--- config.mk ---
export PLATFORM = sky130hd
export DESIGN_NAME = peripheral_noc_vchannel_demux_buffer
export DESIGN_NICKNAME = d
export VERILOG_FILES = /design/src/rtl/peripheral_noc_vchannel_demux_buffer.sv
export SDC_FILE = /design/constraint.sdc
export NUM_CORES = 1
export LEC_CHECK = 0
export CAP_MARGIN = 20
export CORE_UTILIZATION = 64
export CTS_CLUSTER_SIZE = 20
export DETAILED_ROUTE_END_ITERATION = 16
export PLACE_DENSITY = 0.86
export SLEW_MARGIN = 20
export SYNTH_ARGS = -nofsm -noshare
export SYNTH_HDL_FRONTEND = slang
export SYNTH_SLANG_ARGS = --single-unit
--- constraint.sdc ---
create_clock -name clk -period 5.5 [get_ports clk]
set_input_delay 1.1 -clock clk [delete_from_list [all_inputs] [get_ports clk]]
set_output_delay 1.1 -clock clk [all_outputs]
set_load 0.01 [all_outputs]
--- src/rtl/peripheral_noc_vchannel_demux_buffer.sv ---
// Receive side of a virtual-channel link: demultiplexes the shared flit bus
// into one FIFO per channel and presents independent per-channel streams.
module peripheral_noc_vchannel_demux_buffer #(
    parameter int FLIT_WIDTH = 32,
    parameter int CHANNELS   = 7,
    parameter int DEPTH      = 4
) (
    input  logic                           clk,
    input  logic                           rst,
    input  logic [FLIT_WIDTH-1:0]          in_flit,
    input  logic                           in_last,
    input  logic [CHANNELS-1:0]            in_valid,
    output logic [CHANNELS-1:0]            in_ready,
    output logic [CHANNELS*FLIT_WIDTH-1:0] out_flit,
    output logic [CHANNELS-1:0]            out_last,
    output logic [CHANNELS-1:0]            out_valid,
    input  logic [CHANNELS-1:0]            out_ready,
    output logic                           protocol_error
);

    localparam int PTR_W   = (DEPTH > 1) ? $clog2(DEPTH) : 1;
    localparam int CNT_W   = $clog2(DEPTH + 1);
    localparam int ENTRY_W = FLIT_WIDTH + 1;

    logic multi_hot;
    logic overflow;
    logic illegal;
    logic protocol_error_reg;

    // x & (x-1) clears the lowest set bit; anything left means more than one bit was set.
    assign multi_hot = |(in_valid & (in_valid - CHANNELS'(1)));
    assign overflow  = |(in_valid & ~in_ready);
    assign illegal   = multi_hot | overflow;

    always_ff @(posedge clk or negedge rst) begin
        if (!rst) begin
            protocol_error_reg <= 1'b0;
        end else begin
            protocol_error_reg <= illegal;
        end
    end

    assign protocol_error = protocol_error_reg;

    genvar gi;
    generate
        for (gi = 0; gi < CHANNELS; gi++) begin : g_chan
            logic [ENTRY_W-1:0] mem_reg [DEPTH];
            logic [PTR_W-1:0]   wr_ptr_reg;
            logic [PTR_W-1:0]   wr_ptr_next;
            logic [PTR_W-1:0]   rd_ptr_reg;
            logic [PTR_W-1:0]   rd_ptr_next;
            logic [CNT_W-1:0]   count_reg;
            logic [CNT_W-1:0]   count_next;
            logic               wr_en;
            logic               rd_en;

            // Any illegal input suppresses every write that cycle, including this channel's.
            assign wr_en = in_valid[gi] & in_ready[gi] & ~illegal;
            assign rd_en = out_valid[gi] & out_ready[gi];

            assign in_ready[gi]  = (count_reg != CNT_W'(DEPTH));
            assign out_valid[gi] = (count_reg != '0);
            assign {out_last[gi], out_flit[gi*FLIT_WIDTH +: FLIT_WIDTH]} = mem_reg[rd_ptr_reg];

            always_comb begin
                wr_ptr_next = wr_ptr_reg;
                rd_ptr_next = rd_ptr_reg;
                count_next  = count_reg;
                if (wr_en) begin
                    wr_ptr_next = (wr_ptr_reg == PTR_W'(DEPTH - 1)) ? '0 : wr_ptr_reg + PTR_W'(1);
                end
                if (rd_en) begin
                    rd_ptr_next = (rd_ptr_reg == PTR_W'(DEPTH - 1)) ? '0 : rd_ptr_reg + PTR_W'(1);
                end
                case ({wr_en, rd_en})
                    2'b10:   count_next = count_reg + CNT_W'(1);
                    2'b01:   count_next = count_reg - CNT_W'(1);
                    default: count_next = count_reg;
                endcase
            end

            always_ff @(posedge clk or negedge rst) begin
                if (!rst) begin
                    wr_ptr_reg <= '0;
                    rd_ptr_reg <= '0;
                    count_reg  <= '0;
                    for (int i = 0; i < DEPTH; i++) begin
                        mem_reg[i] <= '0;
                    end
                end else begin
                    wr_ptr_reg <= wr_ptr_next;
                    rd_ptr_reg <= rd_ptr_next;
                    count_reg  <= count_next;
                    if (wr_en) begin
                        mem_reg[wr_ptr_reg] <= {in_last, in_flit};
                    end
                end
            end
        end
    endgenerate

endmodule

-- Word-level counts from Yosys, hierarchy flattened
Cells that the tools add are included.
- register bits after elaboration: 974
- input bits: 49
- logic and storage cells: 261
- add/subtract/negate cells: 29
- magnitude comparators: 21
- equal/unequal tests: 35
- multiplexer cells: 63
- bitwise logic cells: 40
- reduce and logical (&&, ||, !) cells: 23
- operators by type and width (kind ; count):
    $bwmux 132 ; 7
    $mux 33 ; 21
    $bmux 33 s2 ; 7
    $demux 33 s2 ; 7
    $eq 2x2->1 const B ; 21
    $ge 3x3->1 const B ; 14
    $not 2->3 ; 14
    $pmux 3 s2 ; 7
    $add 2x1->2 const B ; 14
    $mux 2 ; 14
    $add 3x1->3 const B ; 7
    $and 1x1->1 ; 21
    $lt 3x1->1 const B ; 7
    $ne 3x3->1 const B ; 7
    $reduce_bool 3->1 ; 7
    $sub 3x1->3 const B ; 7
    $and 7x7->7 ; 2
    $eq 2x1->1 const B ; 7
    $reduce_bool 2->1 ; 7
    $reduce_or 7->1 ; 2
    $logic_and 1x1->1 ; 7
    $not 7->7 ; 1
    $sub 7x1->7 const B ; 1
    $not 1->1 ; 1
    $or 1x1->1 ; 1

-- Longest topological paths before layout
- word-level depth: 9
- gate-level depth with buffers: 13
- gate-level depth less buffers: 11

-- Worst setup path after synthesis
Ideal clock, no wire load.
- path kind: input port to flip-flop
- start point: input in_valid[0]
- end point: register g_chan[2].count_reg[1]
- library setup time: 0.083 ns
- arrival: 3.832 ns
- required time: 5.417 ns
- slack: 1.585 ns
- stages on the path: 11
- cells stage by stage: buf_2 > or4_1 > o31a_1 > nor4_4 > buf_8 > buf_8 > nand4_1 > ha_1 > inv_1 > fa_1 > o21ai_0
- cells in the longest elaborated chain, start to end: 8
- elaborated cells between the ends (all ways): 12
- ends and longest elaborated chain (what ; line ; RTL):
    from (decl) ; 12 ; input logic [CHANNELS-1:0] in_valid,
    $sub 7x1->7 ; 31 ; assign multi_hot = |(in_valid & (in_valid - CHANNELS'(1)));
    $and 7x7->7 ; 31 ;
    $reduce_or 7->1 ; 31 ;
    $or 1x1->1 (*) ; 33 ; assign illegal = multi_hot | overflow;
    $not 1->1 (*) ; 59 ; assign wr_en = in_valid[gi] & in_ready[gi] & ~illegal;
    $and 1x1->1 (*) ; 59 ;
    $eq 2x1->1 or $eq 2x2->1 (tied branches) ; 76 ; case ({wr_en, rd_en})
    $pmux 3 s2 or $reduce_bool 2->1 (tied branches) ; n/a ;
    to (signal assigned) ; 94 ; count_reg <= count_next;
    to (decl) ; 53 ; logic [CNT_W-1:0] count_reg;
Mark *: on every way between the ends. The rest lies on a longest branch, timed or not.
A chain may end at the register's enable or synchronous reset.

-- Final worst setup path
- start point: register g_chan[4].rd_ptr_reg[0]
- end point: output out_flit[145]
- cells in the longest elaborated chain, start to end: 4
- ends and longest elaborated chain (what ; line ; RTL):
    from (decl) ; 51 ; logic [PTR_W-1:0] rd_ptr_reg;
    from (signal assigned) ; 93 ; rd_ptr_reg <= rd_ptr_next;
    $not 2->3 (not written as such) ; 64 ; assign {out_last[gi], out_flit[gi*FLIT_WIDTH +: FLIT_WIDTH]} = mem_reg[rd_ptr_reg];
    $bmux 33 s2 ; 64 ;
    $mux 33 (not written as such) (2 in a row) ; 64 ;
    to (decl) ; 14 ; output logic [CHANNELS*FLIT_WIDTH-1:0] out_flit,
Every way passes these cells. The select of a mux whose other input is x is not followed.

==> results.yml <==
drt:
  routed-wl-met3_um: 6764
  antenna_violating_nets_post_route: 0
  routed.top_layer: "met5"
  num_vias: 24370
  drc_errors: 0
  drt_iter0_drc: 1706
  vias_per_cell: 6.419
  wl_met1_um: 43710
  wl_um: 106400
  dr.pass1.iters: 5
  routed-wl-met2_um: 52710
  routed_wire_length_per_instance_um: 28.04
layout:
  final_net_count: 2950
  proportion_of_layout_cells_with_a_drive_suffix_above_1_pct: 49.23
  area_growth_pct: 14.95
  fillers: 3759
  postLayoutCoreUtil_pct: 74.49
  largest_register_ffs: 924
  design_area_um2: 50200
global_route:
  grt_first_pass_wirelength_um: 165900
  grt_usage_pct: 31.82
  vias_in_the_first_global_route: 27250
  grt_remaining_overflow: 0
  largest_net_degree_at_the_start_of_global_routing: 141
  grt_antenna_before_repair: 5
synth:
  postSynthAreaPerCell_um2: 16.47
  postSynth.topFlopCell: "sky130_fd_sc_hd__dfrtp_1"
  yosys-top-cells-count: "sky130_fd_sc_hd__dfrtp_1 (974), sky130_fd_sc_hd__mux2_2 (877), sky130_fd_sc_hd__mux4_2 (231)"
  yosysWarnings: 0
  syn_area_um2: 43670
  synth_seq_cells: 974
  post_synth_num_cell_types: 42
  yosysMostFrequentCell: "sky130_fd_sc_hd__dfrtp_1"
  synth_top_area_share_pct: 55.81
  synthTopCellsByArea: "sky130_fd_sc_hd__dfrtp_1 (56%), sky130_fd_sc_hd__mux2_2 (23%), sky130_fd_sc_hd__mux4_2 (12%), sky130_fd_sc_hd__mux2_4 (2.1%), sky130_fd_sc_hd__ha_1 (1.2%)"
  synth_edf_count: 0
  syn-instance-count: 2651
  synthesis.nets: 2749
  async_flop_share_pct: 100.0
  synth_seq_area_share_pct: 55.81
  post-synth-top-area-cell: "sky130_fd_sc_hd__dfrtp_1"
placement:
  port_buffers: 294
  placedInstanceArea_um2: 47130
  finalWeightedCongestion: 0.8108
  place_worst_setup_slack_ps: 821.0
  total_half_perimeter_wirelength_after_legalization_and_detailed_placement_um: 66760
timing:
  timing_worst_slew_pin_value_ps: 1103
  worst_slack_ps: 1231
  timing.max_slew.rel_slack_pct: 26.47
  setup_repair_after_global_routing_missed_its_margin: "false"
  finalMaxSlewViolations: 0
  timing.fmax_ghz: 0.2343
  layout_min_cycle_time_ps: 4269
  clock_skew_ps: 24.31
  share_of_the_clock_period_used_by_the_worst_path_pct: 77.61
  finalHoldViolCount: 0
  setup_total_negative_slack_ps: 0
  setup_viol_count_final: 0
cts:
  cts-htree-levels: 3
  insertion_delay_ps: 650
  ctsResizeCount: 0
  root_buffer: "sky130_fd_sc_hd__clkbuf_16"
  holdBufCountCts: 0
  cts.path.max_buffers: 3
  postCtsSetupRepairBufs: 0
  tritoncts: "yes"
  cts.sink_count: 974
  cts_inserted_buffers: 96
  cts.clk_slew.worst_paths_ps: 60
setup_path:
  criticalPathCategory: "reg -> out"
  worst-endpoint-required_ps: 4400
  critPathCaptureType: "primary output"
  critical-path-max-stage-delay_ps: 960
  timing.critical_path.from_type: "flop"
  crit_slowest_cell: "sky130_fd_sc_hd__dfrtp_2"
  crit_chain: "buf_4, mux4_2, clkdlybuf4s50_1"
  worstPathBufferInverterCount: 2
  worst_path_dominant_cell_family: "flip-flops"
  critPathMaxFanout: 26
  cp.arrival_ps: 3170
power_and_ir_drop:
  leakagePower_nw: 24.19
  max-vdd-ir-drop_mv: 0.3025
  power-per-cell-area_nw_per_um2: 484.5
  report.power.total_mw: 24.32
flow_run:
  cap_violations: 0
floorplanning:
  start_util_pct: 64.80
  die-area_um2: 69290
  die_width_um: 263.2
  die_height_um: 263.2
  fp_rows: 95
  io-pin-count: 295
  coreArea_um2: 67400
outcome:
  outcome: "complete, no violations"
hold_path:
  min_path_type: "reg -> reg"
## worst register-to-register path: stages, from the launching register on
cell	delay [ps]
sky130_fd_sc_hd__dfrtp_1	410
sky130_fd_sc_hd__or3b_2	540
sky130_fd_sc_hd__nand2_1	110
sky130_fd_sc_hd__nand2_2	450
sky130_fd_sc_hd__buf_4	400
sky130_fd_sc_hd__nand3_1	160
sky130_fd_sc_hd__ha_1	230
sky130_fd_sc_hd__inv_1	70
sky130_fd_sc_hd__fa_1	400
sky130_fd_sc_hd__xor2_1	160
sky130_fd_sc_hd__nor2_1	120
sky130_fd_sc_hd__xor2_1	170
## cell families (layout without fill, tap and decap cells)
group                    count (synthesis)  count (layout)  share of synthesized area (%)
AO/OA/AOI/OAI                           15              15                         0.2464
XOR/XNOR                                21              21                         0.4211
adder cells (fa/ha/maj)                 49              49                          1.524
buffers and inverters                  297             567                          3.042
flip-flops                             974             974                          55.81
multiplexers                          1179            1179                          36.86
other                                    0               2                              0
AND/OR/NAND/NOR                        116             116                          2.097
## power by group
group          switching, mW  internal, mW  total (mW)
logic                   2.82          4.33        7.14
clock network           2.74          3.80        6.55
registers               1.71          8.93        10.6
## layer usage
layer | vias up | global-route usage (%)
li1 | 10110 | -
met1 | 13370 | 43.47
met2 | 718 | 51.64
met3 | 169 | 6.426
met4 | 6 | 10.81
met5 | - | 0
## cell usage in the layout, fill, tap and decap left out, drive strengths merged
cell             n
nor4             4
buf             80
o21a             1
mux4           231
and2             3
nor4bb           4
a21o             7
fa               7
a32o             1
mux2i            3
clkinvlp         5
clkdlybuf4s50  277
or4              3
nor3b            2
nor3             8
ha              42
inv             50
or3b             1
clkbuf         136
nand2           16
and3            12
o21ai            4
diode            2
xor2            14
or3              7
dfrtp          974
clkinv          12
bufinv           7
nor2            20
nand4           19
mux2           945
xnor2            7
nand3           17
a2111oi          1
o31a             1
## through the flow
| step | hold WS [ps] | instances |
|---|---|---|
| after floorplan | 447.1 | 2651 |
| after global placement | 461.8 | 3627 |
| after detailed placement | 473.0 | 3627 |
| after CTS | 489.8 | 3794 |
| after global routing | 512.3 | 3794 |
| final | 487.3 | 3796 |
## area by class of cell
class | instances | area [um^2] | area share, %
Sequential cell | 974 | 24390 | 48.58
Multi-Input combinational cell | 1380 | 17980 | 35.81
Timing Repair Buffer | 357 | 3441 | 6.854
Clock buffer | 136 | 2743 | 5.463
Tap cell | 873 | 1092 | 2.176
Clock inverter | 31 | 395.4 | 0.7876
Inverter | 43 | 161.4 | 0.3215
Antenna cell | 2 | 5.005 | 0.009969
## final timing paths
check / start / to / slack [ps] / cells past startpoint
setup / recovery: g_chan[4].rd_ptr_reg[0]$_DFFE_PN0P_ / out_flit[145] / 1230 / 3
hold / removal: g_chan[0].mem_reg[24]$_DFFE_PN0P_ / g_chan[0].mem_reg[24]$_DFFE_PN0P_ / 490 / 1
setup reg to reg: g_chan[5].count_reg[0]$_DFFE_PN0P_ / g_chan[4].count_reg[2]$_DFFE_PN0P_ / 2190 / 11
hold reg to reg: g_chan[0].mem_reg[24]$_DFFE_PN0P_ / g_chan[0].mem_reg[24]$_DFFE_PN0P_ / 490 / 1
max in group asynchronous: rst / g_chan[1].mem_reg[25]$_DFFE_PN0P_ / 3630 / 2
min in group asynchronous: rst / g_chan[4].mem_reg[75]$_DFFE_PN0P_ / 520 / 1
(Power assumes the default switching activity.)
